`config.mk`:
```
export PLATFORM = sky130hd
export DESIGN_NAME = lcd_result_display
export DESIGN_NICKNAME = d
export VERILOG_FILES = /design/src/rtl/lcd_pkg.sv /design/src/rtl/lcd_bus_writer.sv /design/src/rtl/lcd_result_display.sv
export SDC_FILE = /design/constraint.sdc
export NUM_CORES = 1
export LEC_CHECK = 0
export BUFFER_PORTS_ARGS = -buffer_cell sky130_fd_sc_hd__buf_2
export CORE_MARGIN = 2
export CORE_UTILIZATION = 35
export CTS_BUF_LIST = sky130_fd_sc_hd__clkbuf_8
export CTS_CLUSTER_DIAMETER = 40
export DETAILED_ROUTE_END_ITERATION = 8
export PLACE_DENSITY = 0.61
export SYNTH_ARGS = -nofsm -noshare
export SYNTH_HDL_FRONTEND = slang
export SYNTH_SLANG_ARGS = --single-unit
```
`constraint.sdc`:
```
create_clock -name clock -period 2.7 [get_ports clock]
set_input_delay 0.405 -clock clock [delete_from_list [all_inputs] [get_ports clock]]
set_output_delay 0.405 -clock clock [all_outputs]
set_load 0.02 [all_outputs]
```
`src/rtl/lcd_pkg.sv`:
```
// lcd_pkg
//   Shared definitions for the CPU result display on a 16x2 HD44780 LCD:
//   controller command bytes, ASCII codes, the FSM state encodings and the
//   helpers that turn a captured (opcode, index, value) into display bytes.
//   No ports; imported by lcd_bus_writer and lcd_result_display.
package lcd_pkg;

  localparam logic [7:0] CMD_FUNC_SET = 8'h38;
  localparam logic [7:0] CMD_DISP_ON  = 8'h0C;
  localparam logic [7:0] CMD_CLEAR    = 8'h01;
  localparam logic [7:0] CMD_ENTRY    = 8'h06;
  localparam logic [7:0] CMD_LINE1    = 8'h80;
  localparam logic [7:0] CMD_LINE2    = 8'hC0;

  localparam logic [7:0] ASCII_SPACE = 8'h20;
  localparam logic [7:0] ASCII_ZERO  = 8'h30;
  localparam logic [7:0] ASCII_ONE   = 8'h31;
  localparam logic [7:0] ASCII_R     = 8'h52;

  typedef enum logic [3:0] {
    ST_PWR_WAIT,
    ST_INIT_FUNC,
    ST_INIT_DISP,
    ST_INIT_CLEAR,
    ST_INIT_ENTRY,
    ST_IDLE,
    ST_L1_ADDR,
    ST_L1_CHARS,
    ST_L2_ADDR,
    ST_L2_CHARS
  } main_state_t;

  typedef enum logic [1:0] {
    BW_IDLE,
    BW_SETUP,
    BW_PULSE,
    BW_WAIT
  } bw_state_t;

  // One character of the 4-letter mnemonic, leftmost first.
  function automatic logic [7:0] mnemonic_char(input logic [2:0] opcode,
                                               input logic [1:0] pos);
    logic [31:0] text;
    case (opcode)
      3'd0:    text = "LOAD";
      3'd1:    text = "ADD ";
      3'd2:    text = "ADDI";
      3'd3:    text = "SUB ";
      3'd4:    text = "SUBI";
      3'd5:    text = "MUL ";
      3'd6:    text = "CLR ";
      default: text = "DPL ";
    endcase
    case (pos)
      2'd0:    return text[31:24];
      2'd1:    return text[23:16];
      2'd2:    return text[15:8];
      default: return text[7:0];
    endcase
  endfunction

  // Line 1 layout: "MNEM Rdd" followed by eight blanks.
  function automatic logic [7:0] line1_char(input logic [2:0] opcode,
                                            input logic [3:0] reg_index,
                                            input logic [3:0] pos);
    logic [3:0] tens;
    logic [3:0] ones;
    tens = (reg_index >= 4'd10) ? 4'd1 : 4'd0;
    ones = (reg_index >= 4'd10) ? (reg_index - 4'd10) : reg_index;
    case (pos)
      4'd0, 4'd1, 4'd2, 4'd3: return mnemonic_char(opcode, pos[1:0]);
      4'd5:                   return ASCII_R;
      4'd6:                   return ASCII_ZERO + {4'd0, tens};
      4'd7:                   return ASCII_ZERO + {4'd0, ones};
      default:                return ASCII_SPACE;
    endcase
  endfunction

  // Line 2 layout: the value in binary, MSB in the leftmost column.
  function automatic logic [7:0] line2_char(input logic [15:0] value,
                                            input logic [3:0] pos);
    return value[4'd15 - pos] ? ASCII_ONE : ASCII_ZERO;
  endfunction

endpackage

```
`src/rtl/lcd_bus_writer.sv`:
```
// lcd_bus_writer
//   Performs one HD44780 byte write: SETUP (1 clk, EN low) -> PULSE
//   (EN_CYCLES clk, EN high) -> WAIT (CHAR_WAIT or CLEAR_WAIT clk, EN low).
//   RS/DATA are latched on start and held until the next start.
// Ports
//   clock, reset      system clock, synchronous active-high reset
//   start             accept rs/data/long_wait (only honoured when idle)
//   rs, data          register select and byte to write
//   long_wait         use CLEAR_WAIT instead of CHAR_WAIT after the pulse
//   done              one-cycle pulse on the last WAIT clock
//   lcd_data, lcd_rs, lcd_en   LCD bus pins
module lcd_bus_writer
  import lcd_pkg::*;
#(
  parameter int EN_CYCLES  = 25,
  parameter int CHAR_WAIT  = 2500,
  parameter int CLEAR_WAIT = 100000
) (
  input  logic       clock,
  input  logic       reset,
  input  logic       start,
  input  logic       rs,
  input  logic [7:0] data,
  input  logic       long_wait,
  output logic       done,
  output logic [7:0] lcd_data,
  output logic       lcd_rs,
  output logic       lcd_en
);

  localparam int MAX_A   = (EN_CYCLES > CHAR_WAIT) ? EN_CYCLES : CHAR_WAIT;
  localparam int MAX_CYC = (MAX_A > CLEAR_WAIT) ? MAX_A : CLEAR_WAIT;
  localparam int CNT_W   = (MAX_CYC > 1) ? $clog2(MAX_CYC) : 1;

  bw_state_t        state_q, state_d;
  logic [CNT_W-1:0] cnt_q, cnt_d;
  logic [7:0]       data_q, data_d;
  logic             rs_q, rs_d;
  logic             long_q, long_d;
  logic [CNT_W-1:0] wait_last;

  assign wait_last = long_q ? CNT_W'(CLEAR_WAIT - 1) : CNT_W'(CHAR_WAIT - 1);

  always_ff @(posedge clock) begin
    if (reset) begin
      state_q <= BW_IDLE;
      cnt_q   <= '0;
      data_q  <= 8'h00;
      rs_q    <= 1'b0;
      long_q  <= 1'b0;
    end else begin
      state_q <= state_d;
      cnt_q   <= cnt_d;
      data_q  <= data_d;
      rs_q    <= rs_d;
      long_q  <= long_d;
    end
  end

  always_comb begin
    state_d = state_q;
    cnt_d   = cnt_q;
    data_d  = data_q;
    rs_d    = rs_q;
    long_d  = long_q;
    case (state_q)
      BW_IDLE: begin
        if (start) begin
          state_d = BW_SETUP;
          cnt_d   = '0;
          data_d  = data;
          rs_d    = rs;
          long_d  = long_wait;
        end
      end
      BW_SETUP: begin
        state_d = BW_PULSE;
        cnt_d   = '0;
      end
      BW_PULSE: begin
        if (cnt_q == CNT_W'(EN_CYCLES - 1)) begin
          state_d = BW_WAIT;
          cnt_d   = '0;
        end else begin
          cnt_d = cnt_q + 1'b1;
        end
      end
      default: begin
        if (cnt_q == wait_last) begin
          state_d = BW_IDLE;
          cnt_d   = '0;
        end else begin
          cnt_d = cnt_q + 1'b1;
        end
      end
    endcase
  end

  // EN is decoded from the state register so a reset drops it on the next edge.
  always_comb begin
    lcd_data = data_q;
    lcd_rs   = rs_q;
    lcd_en   = (state_q == BW_PULSE);
    done     = (state_q == BW_WAIT) && (cnt_q == wait_last);
  end

endmodule

```
`src/rtl/lcd_result_display.sv`:
```
// lcd_result_display
//   Captures opcode / destination index / result on each rising edge of
//   update_in and renders them on a 16x2 HD44780 LCD after power-up init.
// Ports
//   clock, reset          system clock, synchronous active-high reset
//   opcode_in[2:0]        operation to show as a mnemonic
//   reg_index_in[3:0]     destination register, shown as two decimal digits
//   reg_value_in[15:0]    result, shown as 16 binary digits
//   update_in             request level; each rising edge is one request
//   LCD_DATA/RS/RW/EN     LCD bus (RW tied low)
//   LCD_ON, LCD_BLON      panel power and backlight, always on
//   inicializado          init sequence complete
//   busy                  init or refresh in progress
module lcd_result_display
  import lcd_pkg::*;
#(
  parameter int POWERUP_CYCLES = 750000,
  parameter int EN_CYCLES      = 25,
  parameter int CHAR_WAIT      = 2500,
  parameter int CLEAR_WAIT     = 100000
) (
  input  logic        clock,
  input  logic        reset,
  input  logic [2:0]  opcode_in,
  input  logic [3:0]  reg_index_in,
  input  logic [15:0] reg_value_in,
  input  logic        update_in,
  output logic [7:0]  LCD_DATA,
  output logic        LCD_RS,
  output logic        LCD_RW,
  output logic        LCD_EN,
  output logic        LCD_ON,
  output logic        LCD_BLON,
  output logic        inicializado,
  output logic        busy
);

  localparam int PWR_W = (POWERUP_CYCLES > 1) ? $clog2(POWERUP_CYCLES) : 1;

  main_state_t      state_q, state_d;
  logic [PWR_W-1:0] pwr_cnt_q, pwr_cnt_d;
  logic             active_q, active_d;
  logic [4:0]       char_idx_q, char_idx_d;
  logic             update_q, update_d;
  logic             pending_q, pending_d;
  logic [2:0]       op_q, op_d, snap_op_q, snap_op_d;
  logic [3:0]       idx_q, idx_d, snap_idx_q, snap_idx_d;
  logic [15:0]      val_q, val_d, snap_val_q, snap_val_d;

  logic       rise;
  logic       wr_start, wr_rs, wr_long, wr_done;
  logic [7:0] wr_data;

  assign rise = update_in & ~update_q;

  always_ff @(posedge clock) begin
    if (reset) begin
      state_q    <= ST_PWR_WAIT;
      pwr_cnt_q  <= '0;
      active_q   <= 1'b0;
      char_idx_q <= 5'd0;
      update_q   <= 1'b0;
      pending_q  <= 1'b0;
      op_q       <= 3'd0;
      idx_q      <= 4'd0;
      val_q      <= 16'h0000;
      snap_op_q  <= 3'd0;
      snap_idx_q <= 4'd0;
      snap_val_q <= 16'h0000;
    end else begin
      state_q    <= state_d;
      pwr_cnt_q  <= pwr_cnt_d;
      active_q   <= active_d;
      char_idx_q <= char_idx_d;
      update_q   <= update_d;
      pending_q  <= pending_d;
      op_q       <= op_d;
      idx_q      <= idx_d;
      val_q      <= val_d;
      snap_op_q  <= snap_op_d;
      snap_idx_q <= snap_idx_d;
      snap_val_q <= snap_val_d;
    end
  end

  // Each byte state first launches a write (active goes high), then waits
  // for the writer's done pulse before moving on.
  always_comb begin
    state_d    = state_q;
    pwr_cnt_d  = pwr_cnt_q;
    active_d   = active_q;
    char_idx_d = char_idx_q;
    update_d   = update_in;
    pending_d  = pending_q;
    op_d       = op_q;
    idx_d      = idx_q;
    val_d      = val_q;
    snap_op_d  = snap_op_q;
    snap_idx_d = snap_idx_q;
    snap_val_d = snap_val_q;
    case (state_q)
      ST_PWR_WAIT: begin
        if (pwr_cnt_q == PWR_W'(POWERUP_CYCLES - 1)) begin
          pwr_cnt_d = '0;
          state_d   = ST_INIT_FUNC;
        end else begin
          pwr_cnt_d = pwr_cnt_q + 1'b1;
        end
      end
      ST_IDLE: begin
        if (pending_q) begin
          pending_d  = 1'b0;
          snap_op_d  = op_q;
          snap_idx_d = idx_q;
          snap_val_d = val_q;
          char_idx_d = 5'd0;
          state_d    = ST_L1_ADDR;
        end
      end
      default: begin
        if (!active_q) begin
          active_d = 1'b1;
        end else if (wr_done) begin
          active_d = 1'b0;
          case (state_q)
            ST_INIT_FUNC:  state_d = ST_INIT_DISP;
            ST_INIT_DISP:  state_d = ST_INIT_CLEAR;
            ST_INIT_CLEAR: state_d = ST_INIT_ENTRY;
            ST_INIT_ENTRY: state_d = ST_IDLE;
            ST_L1_ADDR:    state_d = ST_L1_CHARS;
            ST_L2_ADDR:    state_d = ST_L2_CHARS;
            ST_L1_CHARS, ST_L2_CHARS: begin
              if (char_idx_q == 5'd15) begin
                char_idx_d = 5'd0;
                state_d    = (state_q == ST_L1_CHARS) ? ST_L2_ADDR : ST_IDLE;
              end else begin
                char_idx_d = char_idx_q + 5'd1;
              end
            end
            default: state_d = ST_IDLE;
          endcase
        end
      end
    endcase
    // Capture wins over consumption so a request arriving the same cycle
    // the FSM leaves IDLE still gets its own refresh.
    if (rise) begin
      op_d      = opcode_in;
      idx_d     = reg_index_in;
      val_d     = reg_value_in;
      pending_d = 1'b1;
    end
  end

  always_comb begin
    wr_rs        = 1'b0;
    wr_data      = 8'h00;
    wr_long      = 1'b0;
    wr_start     = 1'b0;
    inicializado = 1'b1;
    busy         = 1'b1;
    case (state_q)
      ST_PWR_WAIT: begin
        inicializado = 1'b0;
      end
      ST_INIT_FUNC: begin
        inicializado = 1'b0;
        wr_data      = CMD_FUNC_SET;
        wr_start     = !active_q;
      end
      ST_INIT_DISP: begin
        inicializado = 1'b0;
        wr_data      = CMD_DISP_ON;
        wr_start     = !active_q;
      end
      ST_INIT_CLEAR: begin
        inicializado = 1'b0;
        wr_data      = CMD_CLEAR;
        wr_long      = 1'b1;
        wr_start     = !active_q;
      end
      ST_INIT_ENTRY: begin
        inicializado = 1'b0;
        wr_data      = CMD_ENTRY;
        wr_start     = !active_q;
      end
      ST_IDLE: begin
        busy = 1'b0;
      end
      ST_L1_ADDR: begin
        wr_data  = CMD_LINE1;
        wr_start = !active_q;
      end
      ST_L1_CHARS: begin
        wr_rs    = 1'b1;
        wr_data  = line1_char(snap_op_q, snap_idx_q, char_idx_q[3:0]);
        wr_start = !active_q;
      end
      ST_L2_ADDR: begin
        wr_data  = CMD_LINE2;
        wr_start = !active_q;
      end
      ST_L2_CHARS: begin
        wr_rs    = 1'b1;
        wr_data  = line2_char(snap_val_q, char_idx_q[3:0]);
        wr_start = !active_q;
      end
      default: begin
        busy = 1'b1;
      end
    endcase
  end

  lcd_bus_writer #(
    .EN_CYCLES  (EN_CYCLES),
    .CHAR_WAIT  (CHAR_WAIT),
    .CLEAR_WAIT (CLEAR_WAIT)
  ) u_writer (
    .clock     (clock),
    .reset     (reset),
    .start     (wr_start),
    .rs        (wr_rs),
    .data      (wr_data),
    .long_wait (wr_long),
    .done      (wr_done),
    .lcd_data  (LCD_DATA),
    .lcd_rs    (LCD_RS),
    .lcd_en    (LCD_EN)
  );

  assign LCD_RW   = 1'b0;
  assign LCD_ON   = 1'b1;
  assign LCD_BLON = 1'b1;

endmodule

```
==> impl_metrics.tcl <==
set metrics [dict create \
    regToRegSetupSlack_ps 360 \
    cp_data_arrival_time_ps 2650 \
    endpoint_kind "flip-flop" \
    period_needed_ps 2342 \
    r2r-start "state_q[2]" \
    p_leak_nw 2.141 \
    use_met1_pct 20.24 \
    cp_max_fo 16 \
    die-area_sq_mm 0.01666 \
    postCtsSetupRepairBufs 0 \
    grt.met2_usage_pct 24.53 \
    maxCapViolCount 0 \
    grt_use_total_pct 15.19 \
    synth-edff-count 0 \
    crit_type "flip-flop to flip-flop" \
    totalWireLength_um 12100 \
    root_buffer "clkbuf_8" \
    fin_skew_ps 16.18 \
    ir_drop_uv 455.6 \
    initial_core_util_pct 35.88 \
    synth_area_per_cell_sq_um 7.867 \
    core_sq_mm 0.01526 \
    fp.dieW_um 129.1 \
    synth.distinct_cells 73 \
    tritoncts "yes" \
    route.detailed.drc 0 \
    worstMarginPinSlew_ps 846.4 \
    crit_path_end "u_writer.cnt_q[11]" \
    drtIter0Drc 288 \
    run_status "completed" \
    gr-usage-met3_pct 4.294 \
    port_buffers 37 \
    num-fill-cells 1665 \
    syn_to_final_growth_pct 10.67 \
    htreeDepth 3 \
    row_count 45 \
    fin_util_pct 39.71 \
    grt_pass1_vias 4244 \
    first_pass_iters 4 \
    clk_pin_slew_worst_paths_ps 120 \
    num_vias 4763 \
    dp_hpwl_um 8353 \
    hp-class "primary input to flip-flop" \
    numClockSinks 107 \
    fmaxAchievable_ghz 0.4270 \
    finalCritPeriodShare_pct 86.74 \
    routedWlPerCell_um 13.00 \
    antenna_left 0 \
    cellPowerDensity_mw_per_mm2 521.4 \
    crit_path_start_kind "flip-flop" \
    hold_path_depth 3 \
    diodes 0 \
    worst_r2r_endpoint "u_writer.cnt_q[11]" \
    rsz0062_at_grt "no" \
    seq_area_frac_synth_pct 39.12 \
    reg2regPathDepth 6 \
    antenna_found_initial 0 \
    nNetsFinal 754 \
    async_reset_ff_share_pct 0 \
    clockBufferDepth 2 \
    globalRouteOverflowTotal 0 \
    drive_above_1_share_pct 13.47 \
    via_per_inst 5.116 \
    clk_latency_ps 390 \
    hold_viol 0 \
    setup-tns-final_ps 0 \
    synth_top_flop_cell "dfxtp_1" \
    io_pins 41 \
    cts_buffers 9 \
    yosysWarnings 0 \
    cts_hold_buf 0 \
    synth_cells 696 \
    ys_seq_elements 107 \
    cts-resized-gates 0 \
    startpoint "state_q[2]" \
    grt-busiest-layer "met2" \
    netlist_area_sq_mm 0.005475 \
    relSlewSlack_pct 43.57 \
    grt_first_pass_wirelength_um 20600 \
    gp_congestion 0.8405 \
    fp.dieH_um 129.1 \
    slew_viol_final 0 \
    grt_max_degree 53 \
    min-delay-start "reg_value_in[8]" \
    crit_required_ps 3010 \
    setup_viol 0 \
]
power breakdown:
group	switching, W	total, W	internal (W)	leakage, nW
Clock	0.000634	0.00100	0.000369	0.0994
Sequential	0.0000611	0.00171	0.00165	0.868
Combinational	0.000280	0.000448	0.000168	1.17
Total	0.000975	0.00316	0.00218	2.14
state kept, by name, indices dropped and copies added, names as in the netlist:
| register | count |
|---|---|
| pwr_cnt_q | 20 |
| u_writer.cnt_q | 17 |
| snap_val_q | 16 |
| val_q | 16 |
| u_writer.lcd_data | 8 |
| char_idx_q | 5 |
| idx_q | 4 |
| snap_idx_q | 4 |
| state_q | 4 |
| op_q | 3 |
| snap_op_q | 3 |
| u_writer.state_q | 2 |
| active_q | 1 |
| pending_q | 1 |
| u_writer.lcd_rs | 1 |
| u_writer.long_q | 1 |
| update_q | 1 |
layer usage:
layer	vias up	routed length, um
li1	2455	-
met1	2213	5890
met2	85	5541
met3	10	543
met4	0	128
met5	-	0
stage by stage:
stage / cell area [sq um] / hold WS (ps) / worst slack (ps) / cells / total power [W]
floorplan: 5479 / 432.1 / 595.8 / 697 / 0.002073
global placement: 5856 / 440.1 / 461.9 / 915 / 0.002196
detailed placement: 5856 / 446.5 / 427.0 / 915 / 0.002195
CTS: 6060 / 198.9 / 393.0 / 931 / 0.003224
global route: 6060 / 203.4 / 171.8 / 931 / 0.003336
finish: 6060 / 229.4 / 358.0 / 931 / 0.003160
synth_stat cells, drive strengths merged, types with 3 or more instances:
cell | n | area share (%)
o211ai | 4 | 0.55
or4 | 3 | 0.41
o41ai | 3 | 0.48
nor3 | 17 | 1.6
a31oi | 7 | 0.80
a211oi | 8 | 1.1
and2 | 3 | 0.37
nor2 | 60 | 4.1
nand3b | 4 | 0.55
buf | 9 | 1.1
nor4b | 3 | 0.59
nand2 | 140 | 9.6
inv | 21 | 1.4
a311oi | 6 | 1.1
mux2i | 3 | 0.55
ha | 13 | 3.0
and3 | 9 | 1.1
a21oi | 81 | 7.5
mux4 | 4 | 1.6
xor2 | 20 | 3.2
nand2b | 3 | 0.34
dfxtp | 107 | 39
o21ai | 27 | 2.5
clkbuf | 37 | 2.7
nor2b | 6 | 0.82
xnor2 | 12 | 1.9
and3b | 3 | 0.50
nand3 | 17 | 1.6
nor4 | 7 | 1.5
o31ai | 4 | 0.55
nor3b | 3 | 0.41
or3 | 5 | 0.62
nand4 | 15 | 1.7
cells in the final DEF (no fill, tap or decap), types with 9 or more instances in the layout:
master    synthesis  final
nand3_1          16     16
o21ai_0          26     26
nor3_1           17     17
inv_1            21     21
clkbuf_8          1      9
dfxtp_1         107    107
buf_2             5     37
nand4_1          15     15
buf_4             3     15
ha_1             13     13
a21oi_1          80     80
nor2_1           60     60
nand2_1         140    140
xnor2_1          12     12
xor2_1           20     20
worst min path at each step:
stage	slack, ps	to
2_1_floorplan	430	snap_val_q[0]
3_3_place_gp	440	snap_val_q[10]
3_5_place_dp	450	snap_val_q[7]
4_1_cts	200	val_q[13]
5_1_grt	200	idx_q[1]
6_report	230	val_q[8]
logic make-up (layout without fill, tap and decap cells):
logic type / count (synthesis) / after routing / share of synthesized area (%)
flip-flops: 107 / 107 / 39.12
other: 2 / 3 / 0.1372
XOR/XNOR: 32 / 32 / 5.119
multiplexers: 8 / 8 / 2.400
AO/OA/AOI/OAI: 159 / 159 / 17.60
AND/OR/NAND/NOR: 308 / 308 / 27.35
adder cells (fa/ha/maj): 13 / 13 / 2.971
buffers and inverters: 67 / 90 / 5.301
worst max-delay path, stage by stage, from the launching register on:
cell and delay [ps]:
dfxtp_1 660, and2b_2 270, o21ai_1 130, a31oi_1 580, nand2_1 150, or4_1 400
o21ai_0 80
final cells by class:
| type | count | area [sq um] | area share [%] |
|---|---|---|---|
| timing repair buffer | 53 | 317.8 | 5.245 |
| clock inverter | 7 | 80.08 | 1.321 |
| clock buffer | 9 | 123.9 | 2.044 |
| inverter | 21 | 78.83 | 1.301 |
| tap | 211 | 264.0 | 4.357 |
| sequential | 107 | 2142 | 35.35 |
| multi-input combinational | 523 | 3053 | 50.38 |
Power figures use the tool's default switching activity.
